<file path="src/rtl/uart_tx_arb_pkg.sv">
// Shared types and constants for the UART TX byte-stream arbiter.
package uart_tx_arb_pkg;

  typedef enum logic {
    IDLE = 1'b0,
    LOCK = 1'b1
  } arb_state_e;

  localparam logic [7:0] EOP_BYTE = 8'h0A;

endpackage

</file>
<file path="src/rtl/uart_tx_arb_rr_pick.sv">
// Combinational round-robin search: first set bit of req strictly after ptr,
// wrapping modulo N, so the previous owner is examined last.
module rr_pick #(
  parameter int N  = 4,
  parameter int IW = 2
) (
  input  logic [N-1:0]  req,
  input  logic [IW-1:0] ptr,
  output logic          found,
  output logic [IW-1:0] idx
);

  logic [IW-1:0] cand;

  always_comb begin
    found = 1'b0;
    idx   = '0;
    cand  = ptr;
    for (int k = 0; k < N; k++) begin
      cand = (cand == IW'(N - 1)) ? '0 : cand + 1'b1;
      if (!found && req[cand]) begin
        found = 1'b1;
        idx   = cand;
      end
    end
  end

endmodule

</file>
<file path="src/rtl/uart_tx_arb.sv">
// Round-robin arbiter locking one byte stream onto a UART TX engine per packet.
// Optional idle-owner timeout release is built with UART_TX_ARB_TIMEOUT_EN.
module uart_tx_arb
  import uart_tx_arb_pkg::*;
#(
  parameter int NREQ      = 4,
  parameter int MAX_BURST = 64,
  parameter int TIMEOUT   = 1000,
  localparam int IW       = $clog2(NREQ)
) (
  input  logic              clk,
  input  logic              rst_n,
  input  logic [NREQ-1:0]   req_valid,
  input  logic [NREQ*8-1:0] req_data,
  output logic [NREQ-1:0]   req_ready,
  output logic              tx_req,
  output logic [7:0]        tx_data,
  input  logic              tx_ready,
  output logic [IW-1:0]     grant_id,
  output logic              busy
);

  arb_state_e    state_q, state_d;
  logic [IW-1:0] gid_q, gid_d;
  logic [IW-1:0] ptr_q, ptr_d;
  logic [7:0]    cnt_q, cnt_d;

  logic          pick_found;
  logic [IW-1:0] pick_idx;
  logic          locked, owner_vld, xfer, last_beat, to_hit, release_now;
  logic [7:0]    byte_a [NREQ];

  genvar g;
  generate
    for (g = 0; g < NREQ; g++) begin : g_lane
      assign byte_a[g]    = req_data[8*g +: 8];
      assign req_ready[g] = locked && (gid_q == IW'(g)) && tx_ready;
    end
  endgenerate

  rr_pick #(.N(NREQ), .IW(IW)) u_pick (
    .req   (req_valid),
    .ptr   (ptr_q),
    .found (pick_found),
    .idx   (pick_idx)
  );

  assign locked    = (state_q == LOCK);
  assign owner_vld = req_valid[gid_q];
  assign tx_req    = locked && owner_vld;
  assign tx_data   = byte_a[gid_q];
  assign xfer      = tx_req && tx_ready;
  // End of packet and burst limit can coincide; both just feed one release.
  assign last_beat = (tx_data == EOP_BYTE) || (cnt_q == 8'(MAX_BURST - 1));

`ifdef UART_TX_ARB_TIMEOUT_EN
  localparam int TW = $clog2(TIMEOUT + 1);
  logic [TW-1:0] to_q, to_d;

  // Counts consecutive owner-idle LOCK cycles; the TIMEOUT-th one releases.
  always_comb begin
    to_d   = to_q;
    to_hit = 1'b0;
    if (!locked || owner_vld) begin
      to_d = '0;
    end else if (to_q == TW'(TIMEOUT - 1)) begin
      to_hit = 1'b1;
      to_d   = '0;
    end else begin
      to_d = to_q + 1'b1;
    end
  end

  always_ff @(posedge clk) begin
    if (!rst_n) to_q <= '0;
    else        to_q <= to_d;
  end
`else
  assign to_hit = 1'b0;
`endif

  assign release_now = (xfer && last_beat) || to_hit;

  always_comb begin
    state_d = state_q;
    gid_d   = gid_q;
    ptr_d   = ptr_q;
    cnt_d   = cnt_q;
    case (state_q)
      IDLE: begin
        if (pick_found) begin
          state_d = LOCK;
          gid_d   = pick_idx;
          cnt_d   = '0;
        end
      end
      LOCK: begin
        if (xfer) cnt_d = cnt_q + 1'b1;
        if (release_now) begin
          state_d = IDLE;
          ptr_d   = gid_q;
        end
      end
      default: state_d = IDLE;
    endcase
  end

  // Pointer resets to the top index so the first search begins at requester 0.
  always_ff @(posedge clk) begin
    if (!rst_n) begin
      state_q <= IDLE;
      gid_q   <= '0;
      ptr_q   <= IW'(NREQ - 1);
      cnt_q   <= '0;
    end else begin
      state_q <= state_d;
      gid_q   <= gid_d;
      ptr_q   <= ptr_d;
      cnt_q   <= cnt_d;
    end
  end

  assign grant_id = gid_q;
  assign busy     = locked;

endmodule

</file>
<file path="config.mk">
export PLATFORM = sky130hd
export DESIGN_NAME = uart_tx_arb
export DESIGN_NICKNAME = d
export VERILOG_FILES = /design/src/rtl/uart_tx_arb_pkg.sv /design/src/rtl/uart_tx_arb_rr_pick.sv /design/src/rtl/uart_tx_arb.sv
export SDC_FILE = /design/constraint.sdc
export NUM_CORES = 1
export LEC_CHECK = 0
export ABC_AREA = 1
export BUFFER_PORTS_ARGS = -buffer_cell sky130_fd_sc_hd__buf_2
export CORE_MARGIN = 8
export CORE_UTILIZATION = 35
export CTS_CLUSTER_DIAMETER = 60
export DETAILED_ROUTE_END_ITERATION = 16
export PLACE_DENSITY = 0.69
export SYNTH_ARGS = -nofsm -noshare
export SYNTH_HDL_FRONTEND = slang
export SYNTH_HIERARCHICAL = 1
export SYNTH_SLANG_ARGS = --single-unit
</file>
<file path="constraint.sdc">
create_clock -name clk -period 2.9 [get_ports clk]
set_clock_uncertainty 0.15 [all_clocks]
set_input_delay 0.29 -clock clk [delete_from_list [all_inputs] [get_ports clk]]
set_output_delay 0.29 -clock clk [all_outputs]
set_load 0.02 [all_outputs]
</file>
==> key figures, run 1 <==
Timing
  • Fin Setup TNS: 0 ns
  • Tcrit/Tclk final: 0.868
  • Fin worst setup slack: 0.382 ns
  • WHS: 0.140 ns
  • Slew margin rel.: 0.694
  • Slew Limit Fails: 0
  • Final hold violations: 0
  • Fmax: 397 MHz
  • Final min period: 2.52 ns
  • Least-Margin Pin Slew: 0.458 ns
  • Final setup viols: 0
  • RSZ-0062 raised after global routing: false

Place
  • Worst slack at placement: 0.385 ns
  • Placed Cells: ~350
  • # port buffers: 54
  • Post-DP HPWL: 3.14 mm
  • Post-DP Area: between 1500 and 2000 µm²
  • Final GP Congestion: approximately 0.87

Pwr
  • Power Density: 341 nW/µm²
  • Combinational power share: 0.404
  • Max VDD drop: 0.113 mV
  • Switch share: 0.391
  • Internal: 0.363 mW
  • Seq pwr share: 0.319
  • Leakage Power: 0.961 nW
  • Clock Power Share: 0.277
  • Psw: 0.233 mW

GRT
  • Vias in the first global route: 1,470
  • Grt ovf: 0
  • Initial antenna violation count: 0
  • Largest net degree at the start of global routing: 25
  • All-Layer GR Usage: 0.118
  • First-pass GRT wire length: about 6.4 mm

Synth
  • Mapped Cells: 248
  • Sequential share of the synthesized area: 0.179
  • Synth async-reset ratio: 0
  • Most frequent cell after synthesis: nand2_1
  • Synth cell types: 25
  • Number of synthesized register bits: 13
  • Area leader, netlist: nand2_1
  • Primary FF master, synth: dfxtp_1
  • EDFF count, synth: 0
  • Synth warn: 6
  • Synthesized area: 1450 µm²
  • Synth area leaders: nand2_1 24%, dfxtp_1 18%, nand3_1 11%
  • Synth top area share: 0.241
  • Syn Area/Cell: 5.85 µm²
  • Post-synth net total: roughly 290
  • Top cells by count, synth: 93 x nand2_1, 32 x nand3_1, 21 x inv_1, 16 x nor2_1, 15 x nand2_2

Hold path
  • Min-delay src: rst_n
  • Hold Path Depth: 2
  • Min-delay worst type: in2reg

Floorplanning
  • Die H: between 80 and 90 µm
  • Rows: 23
  • Die width: 80.4 µm
  • Total Die Area: 6460 µm²
  • Initial Util: 0.363
  • I/O pins: between 50 and 60
  • CORE AREA: between 4000 and 5000 µm²

Critical path
  • Reg-to-Reg Start: ptr_q[0]
  • CP max stage cell: nor2_2
  • Crit path kind: reg2reg
  • Reg2Reg Depth: 15
  • Setup crit end kind: flop
  • Crit. Startpoint: ptr_q[0]
  • Critical path peak fanout: 11
  • Worst path depth: 15
  • CP max stage delay: 0.35 ns
  • Worst-path cell chain: ha_1 > nor2_2 > nand2_1 > nand2_1 > nand2_1 > nand2_2 > nand2_2 > nor2_4 > nand2_1 > nand2_1 > inv_1 > nor2_4 > inv_2 > a21oi_1 > nor2_1
  • CP delay by family, top: simple AND/OR/NAND/NOR gates
  • Worst endpoint data arrival time: 2.51 ns
  • CP Buf/Inv Count: 2
  • CP most frequent cell: nand2_1
  • Critical Path RT: between 2 and 3 ns
  • Startpoint Class: flop

Clocking
  • H-tree levels: 1
  • Clock tree buffer depth: 2
  • CTS Buf Count: 3
  • Post-CTS Resized: 0
  • Clock-pin slew on the worst setup and hold paths: roughly 0.06 ns
  • Postcts setup bufs: 0
  • Root Buffer: clkbuf_8
  • CTS tree: yes
  • Worst-Skew Late Latency: 0.25 ns
  • Hold-fix buffers at CTS: 0
  • Clk sinks: 13

Final layout
  • Syn-to-layout area delta: 20.6%
  • Layout cells sized above 1: 0.317
  • Post-route cell area: about 1800 µm²
  • Non-Filler Instances: 350
  • N_diodes: 0
  • Nets@finish: 342

Detailed routing
  • Routed wire length: roughly 4.0 mm
  • Post-Route M1 WL: 1.74 mm
  • Drt pass-1 iters: 4
  • Wire per inst: 11.4 µm
  • DR vias/cell: 4.85
  • DR vias: 1,698
  • DR DRC count: 0
  • Top Metal Used: met4
  • Routed wire length on met2: 1.78 mm
  • Initial DRC count: 132
  • Met3 WL: 434 µm
  • Post-DRT Antenna Nets: 0

Flow run
  • Max-Cap Viols: 0

Status
  • Status: completed
-- cells in the final DEF, fill, tap and decap left out, types with 2 or more instances in the layout --
| master | netlist | layout |
|---|---|---|
| a21oi_1 | 9 | 9 |
| buf_2 | 0 | 54 |
| buf_4 | 1 | 2 |
| clkbuf_8 | 3 | 3 |
| dfxtp_1 | 13 | 13 |
| ha_1 | 2 | 2 |
| inv_1 | 21 | 21 |
| inv_2 | 2 | 2 |
| nand2_1 | 93 | 93 |
| nand2_2 | 15 | 15 |
| nand3_1 | 32 | 32 |
| nand3_2 | 5 | 5 |
| nand4_1 | 3 | 3 |
| nor2_1 | 16 | 16 |
| nor2_2 | 7 | 7 |
| nor2_4 | 4 | 4 |
| nor3_1 | 4 | 4 |
| o21ai_0 | 5 | 5 |
| xor2_1 | 3 | 3 |
-- state kept, by name (all words and copies together) (netlist names) --
| signal | flops |
|---|---|
| busy | 1 |
| cnt_q | 8 |
| grant_id | 2 |
| ptr_q | 2 |
-- metal layers --
metal  global-route usage  vias to the layer above
li1                     -                      889
met1                0.147                      723
met2                0.196                       82
met3               0.0246                        4
met4               0.0364                        0
met5                    0                        -
-- final timing paths --
path,end,slack [ns]
worst max-delay path,cnt_q[2],0.38
worst min-delay path,ptr_q[1],0.14
worst max register to register,cnt_q[2],0.38
worst min register to register,ptr_q[1],0.33
-- area by class of cell --
cell class / count / area (µm²)
clock buffers: 4 / 45.0
well taps: 50 / 62.6
repair buffers: 56 / 285
inverters: 23 / 86.3
fillers: 423 / 2250
flip-flops and latches: 13 / 260
multi-input cells: 204 / 1010
-- metrics by stage --
step | utilization | power, mW
floorplan | - | 0.367
finish | 0.438 | 0.597
detailed placement | 0.426 | 0.436
global placement | 0.426 | 0.434
global route | 0.438 | 0.635
CTS | 0.438 | 0.599
-- logic make-up after synthesis --
kind of cell	after synthesis	synth area share
buf+inv	31	0.124
compound gates	17	0.0646
flops	13	0.179
simple gates	182	0.597
xor+xnor	3	0.0181
fa+ha+maj	2	0.0172
-- power groups by stage --
| stage | combinational (mW) | clock, mW | sequential [mW] |
|---|---|---|---|
| finish | 0.241 | 0.166 | 0.190 |
| global route | 0.270 | 0.175 | 0.191 |
| CTS | 0.243 | 0.165 | 0.190 |
| detailed placement | 0.243 | 0 | 0.194 |
| global placement | 0.240 | 0 | 0.194 |
| floorplan | 0.169 | 0 | 0.198 |
Note: power is estimated with default switching activity, not from simulation.
==> inputs of run 2 (changes only) <==
CORE_UTILIZATION = 40   (was 35)
PLACE_DENSITY = 0.76   (was 0.69)
==> run 2 against run 1 <==
Global-route usage is 1.7 points higher. Critical endpoint is now cnt_q[0]. Critical path depth fell by 2. Critical path type unchanged. Final area decreased by 1.2%. Via count is 0.24% higher. Clock power down 30%. Flip-flop and latch count is the same.
==> key figures, run 2 (synthesized netlist as in run 1, its figures left out) <==
Final layout
  • Non-Filler Instances: 348 (was 350)
  • Reg with most FFs: cnt_q (unchanged)
  • Max reg flops: 8 (unchanged)
  • Fill cell count: 378 (was 423)
  • N_diodes: 0 (unchanged)
  • Most common cell after layout, fill and taps aside: nand2_1 (unchanged)
  • Multi-input gate area: 1010 µm² (unchanged)
  • Layout cells sized above 1: 0.317 (unchanged)
  • Most frequent cells in the layout: 93 x nand2_1, 54 x buf_2, 32 x nand3_1, 21 x inv_1, 16 x nor2_1 (unchanged)
  • Layout Utilization: 0.483 (was 0.438)
  • Nets@finish: 342 (unchanged)
  • Register cell area after layout: 260 µm² (unchanged)
  • Syn-to-layout area delta: 19.1% (was 20.6%)

Flow run
  • Max-Cap Viols: 0 (unchanged)

Place
  • Final GP Congestion: 0.861 (was 0.867)
  • Post-DP HPWL: 3.11 mm (was 3.14 mm)
  • Placed Cells: 344 (was 346)
  • # port buffers: 54 (unchanged)

Floorplanning
  • CORE AREA: 3580 µm² (was 4000 µm²)
  • Rows: 22 (was 23)
  • Initial Util: 0.406 (was 0.363)
  • Die width: 76.2 µm (was 80.4 µm)
  • I/O pins: 55 (unchanged)
  • Die H: 76.2 µm (was 80.4 µm)
  • Total Die Area: 5810 µm² (was 6460 µm²)

Pwr
  • Power Density: 317 nW/µm² (was 341 nW/µm²)
  • Leakage Power: 0.953 nW (was 0.961 nW)
  • Max VDD drop: 0.0864 mV (was 0.113 mV)

Clocking
  • Clk sinks: 13 (unchanged)
  • Clock-pin slew on the worst setup and hold paths: 0.08 ns (was 0.06 ns)
  • Clock tree buffer depth: 2 (unchanged)
  • CTS Buf Count: 3 (unchanged)
  • CTS tree: yes (unchanged)
  • Postcts setup bufs: 0 (unchanged)
  • Root Buffer: clkbuf_4 (was clkbuf_8)
  • Hold-fix buffers at CTS: 0 (unchanged)
  • Worst-Skew Late Latency: 0.28 ns (was 0.25 ns)
  • Post-CTS Resized: 0 (unchanged)
  • H-tree levels: 1 (unchanged)

GRT
  • First-pass GRT wire length: 6.91 mm (was 6.40 mm)
  • Largest net degree at the start of global routing: 19 (was 25)
  • All-Layer GR Usage: 0.135 (was 0.118)
  • Vias in the first global route: 1,554 (was 1,470)
  • Grt ovf: 0 (unchanged)
  • Initial antenna violation count: 0 (unchanged)

Detailed routing
  • Initial DRC count: 114 (was 132)
  • Drt pass-1 iters: 4 (unchanged)
  • Routed wire length: 4.02 mm (was 3.99 mm)
  • Post-DRT Antenna Nets: 0 (unchanged)
  • Wire per inst: 11.5 µm (was 11.4 µm)
  • DR vias/cell: 4.89 (was 4.85)
  • DR DRC count: 0 (unchanged)
  • DR vias: 1,702 (was 1,698)

Critical path
  • Crit path kind: reg2reg (unchanged)
  • Critical path peak fanout: 11 (unchanged)
  • Setup crit end kind: flop (unchanged)
  • Reg2Reg Depth: 13 (was 15)
  • Crit. Startpoint: ptr_q[0] (unchanged)
  • Reg-to-Reg Start: ptr_q[0] (unchanged)
  • Worst endpoint data arrival time: 2.61 ns (was 2.51 ns)
  • Startpoint Class: flop (unchanged)
  • Critical Path RT: 2.98 ns (was 2.89 ns)

Timing
  • Slew margin rel.: 0.667 (was 0.694)
  • Fin Setup TNS: 0 ns (unchanged)
  • Least-Margin Pin Slew: 0.499 ns (was 0.458 ns)
  • Final setup viols: 0 (unchanged)
  • Final min period: 2.53 ns (was 2.52 ns)
  • Final hold violations: 0 (unchanged)
  • Tcrit/Tclk final: 0.872 (was 0.868)
  • Slew Limit Fails: 0 (unchanged)
  • Fmax: 395 MHz (was 397 MHz)
  • RSZ-0062 raised after global routing: false (unchanged)

Status
  • Status: completed (unchanged)

Hold path
  • Min-delay src: rst_n (unchanged)
  • Hold Path Depth: 2 (unchanged)
  • Min-delay worst type: in2reg (unchanged)
## run 2: final timing paths
kind	slack, ns	endpoint
worst max-delay path	0.37	cnt_q[0]
worst min-delay path	0.11	ptr_q[0]
worst max register to register	0.37	cnt_q[0]
worst min register to register	0.34	ptr_q[1]
## run 2: layout make-up
type / instances / share of cell area
clock buffer: 4 / 0.0152
inverter: 23 / 0.0499
sequential: 13 / 0.151
tap: 48 / 0.0347
multi-input combinational: 204 / 0.585
timing repair buffer: 56 / 0.165
## run 2: where the power goes
group	internal [mW]	total, mW	switching (mW)
combinational	0.0827	0.239	0.156
clock	0.0535	0.117	0.0631
sequential	0.183	0.192	0.00917
total	0.319	0.547	0.228
## run 2: worst max-delay path, cell delays in order, from the launching register on
cell	delay (ns)
dfxtp_1	0.35
ha_1	0.24
nor2_2	0.35
nand2_1	0.14
nand3_1	0.12
nand2_1	0.12
nor2_4	0.14
nand2_1	0.05
nand2_1	0.17
inv_1	0.11
nor2_4	0.21
inv_2	0.09
o21ai_1	0.09
o211a_1	0.15
## run 2: per-layer routing
layer	wire length [µm]	up-vias	part of all wire	GRT usage
met1	1790	720	0.44	0.164
met4	80	0	0.020	0.0442
li1	-	894	-	-
met2	1760	77	0.44	0.225
met3	387	11	0.096	0.0318
met5	0	-	0	0
## run 2: per-stage QoR
stage | worst slack (ns) | power (mW) | area, µm² | hold WS (ns)
after floorplan | 0.690 | 0.367 | 1450 | 0.224
after global placement | 0.492 | 0.432 | 1700 | 0.311
after detailed placement | 0.411 | 0.435 | 1700 | 0.314
after CTS | 0.403 | 0.550 | 1730 | 0.106
after global routing | 0.0386 | 0.587 | 1730 | 0.115
final | 0.371 | 0.547 | 1730 | 0.107
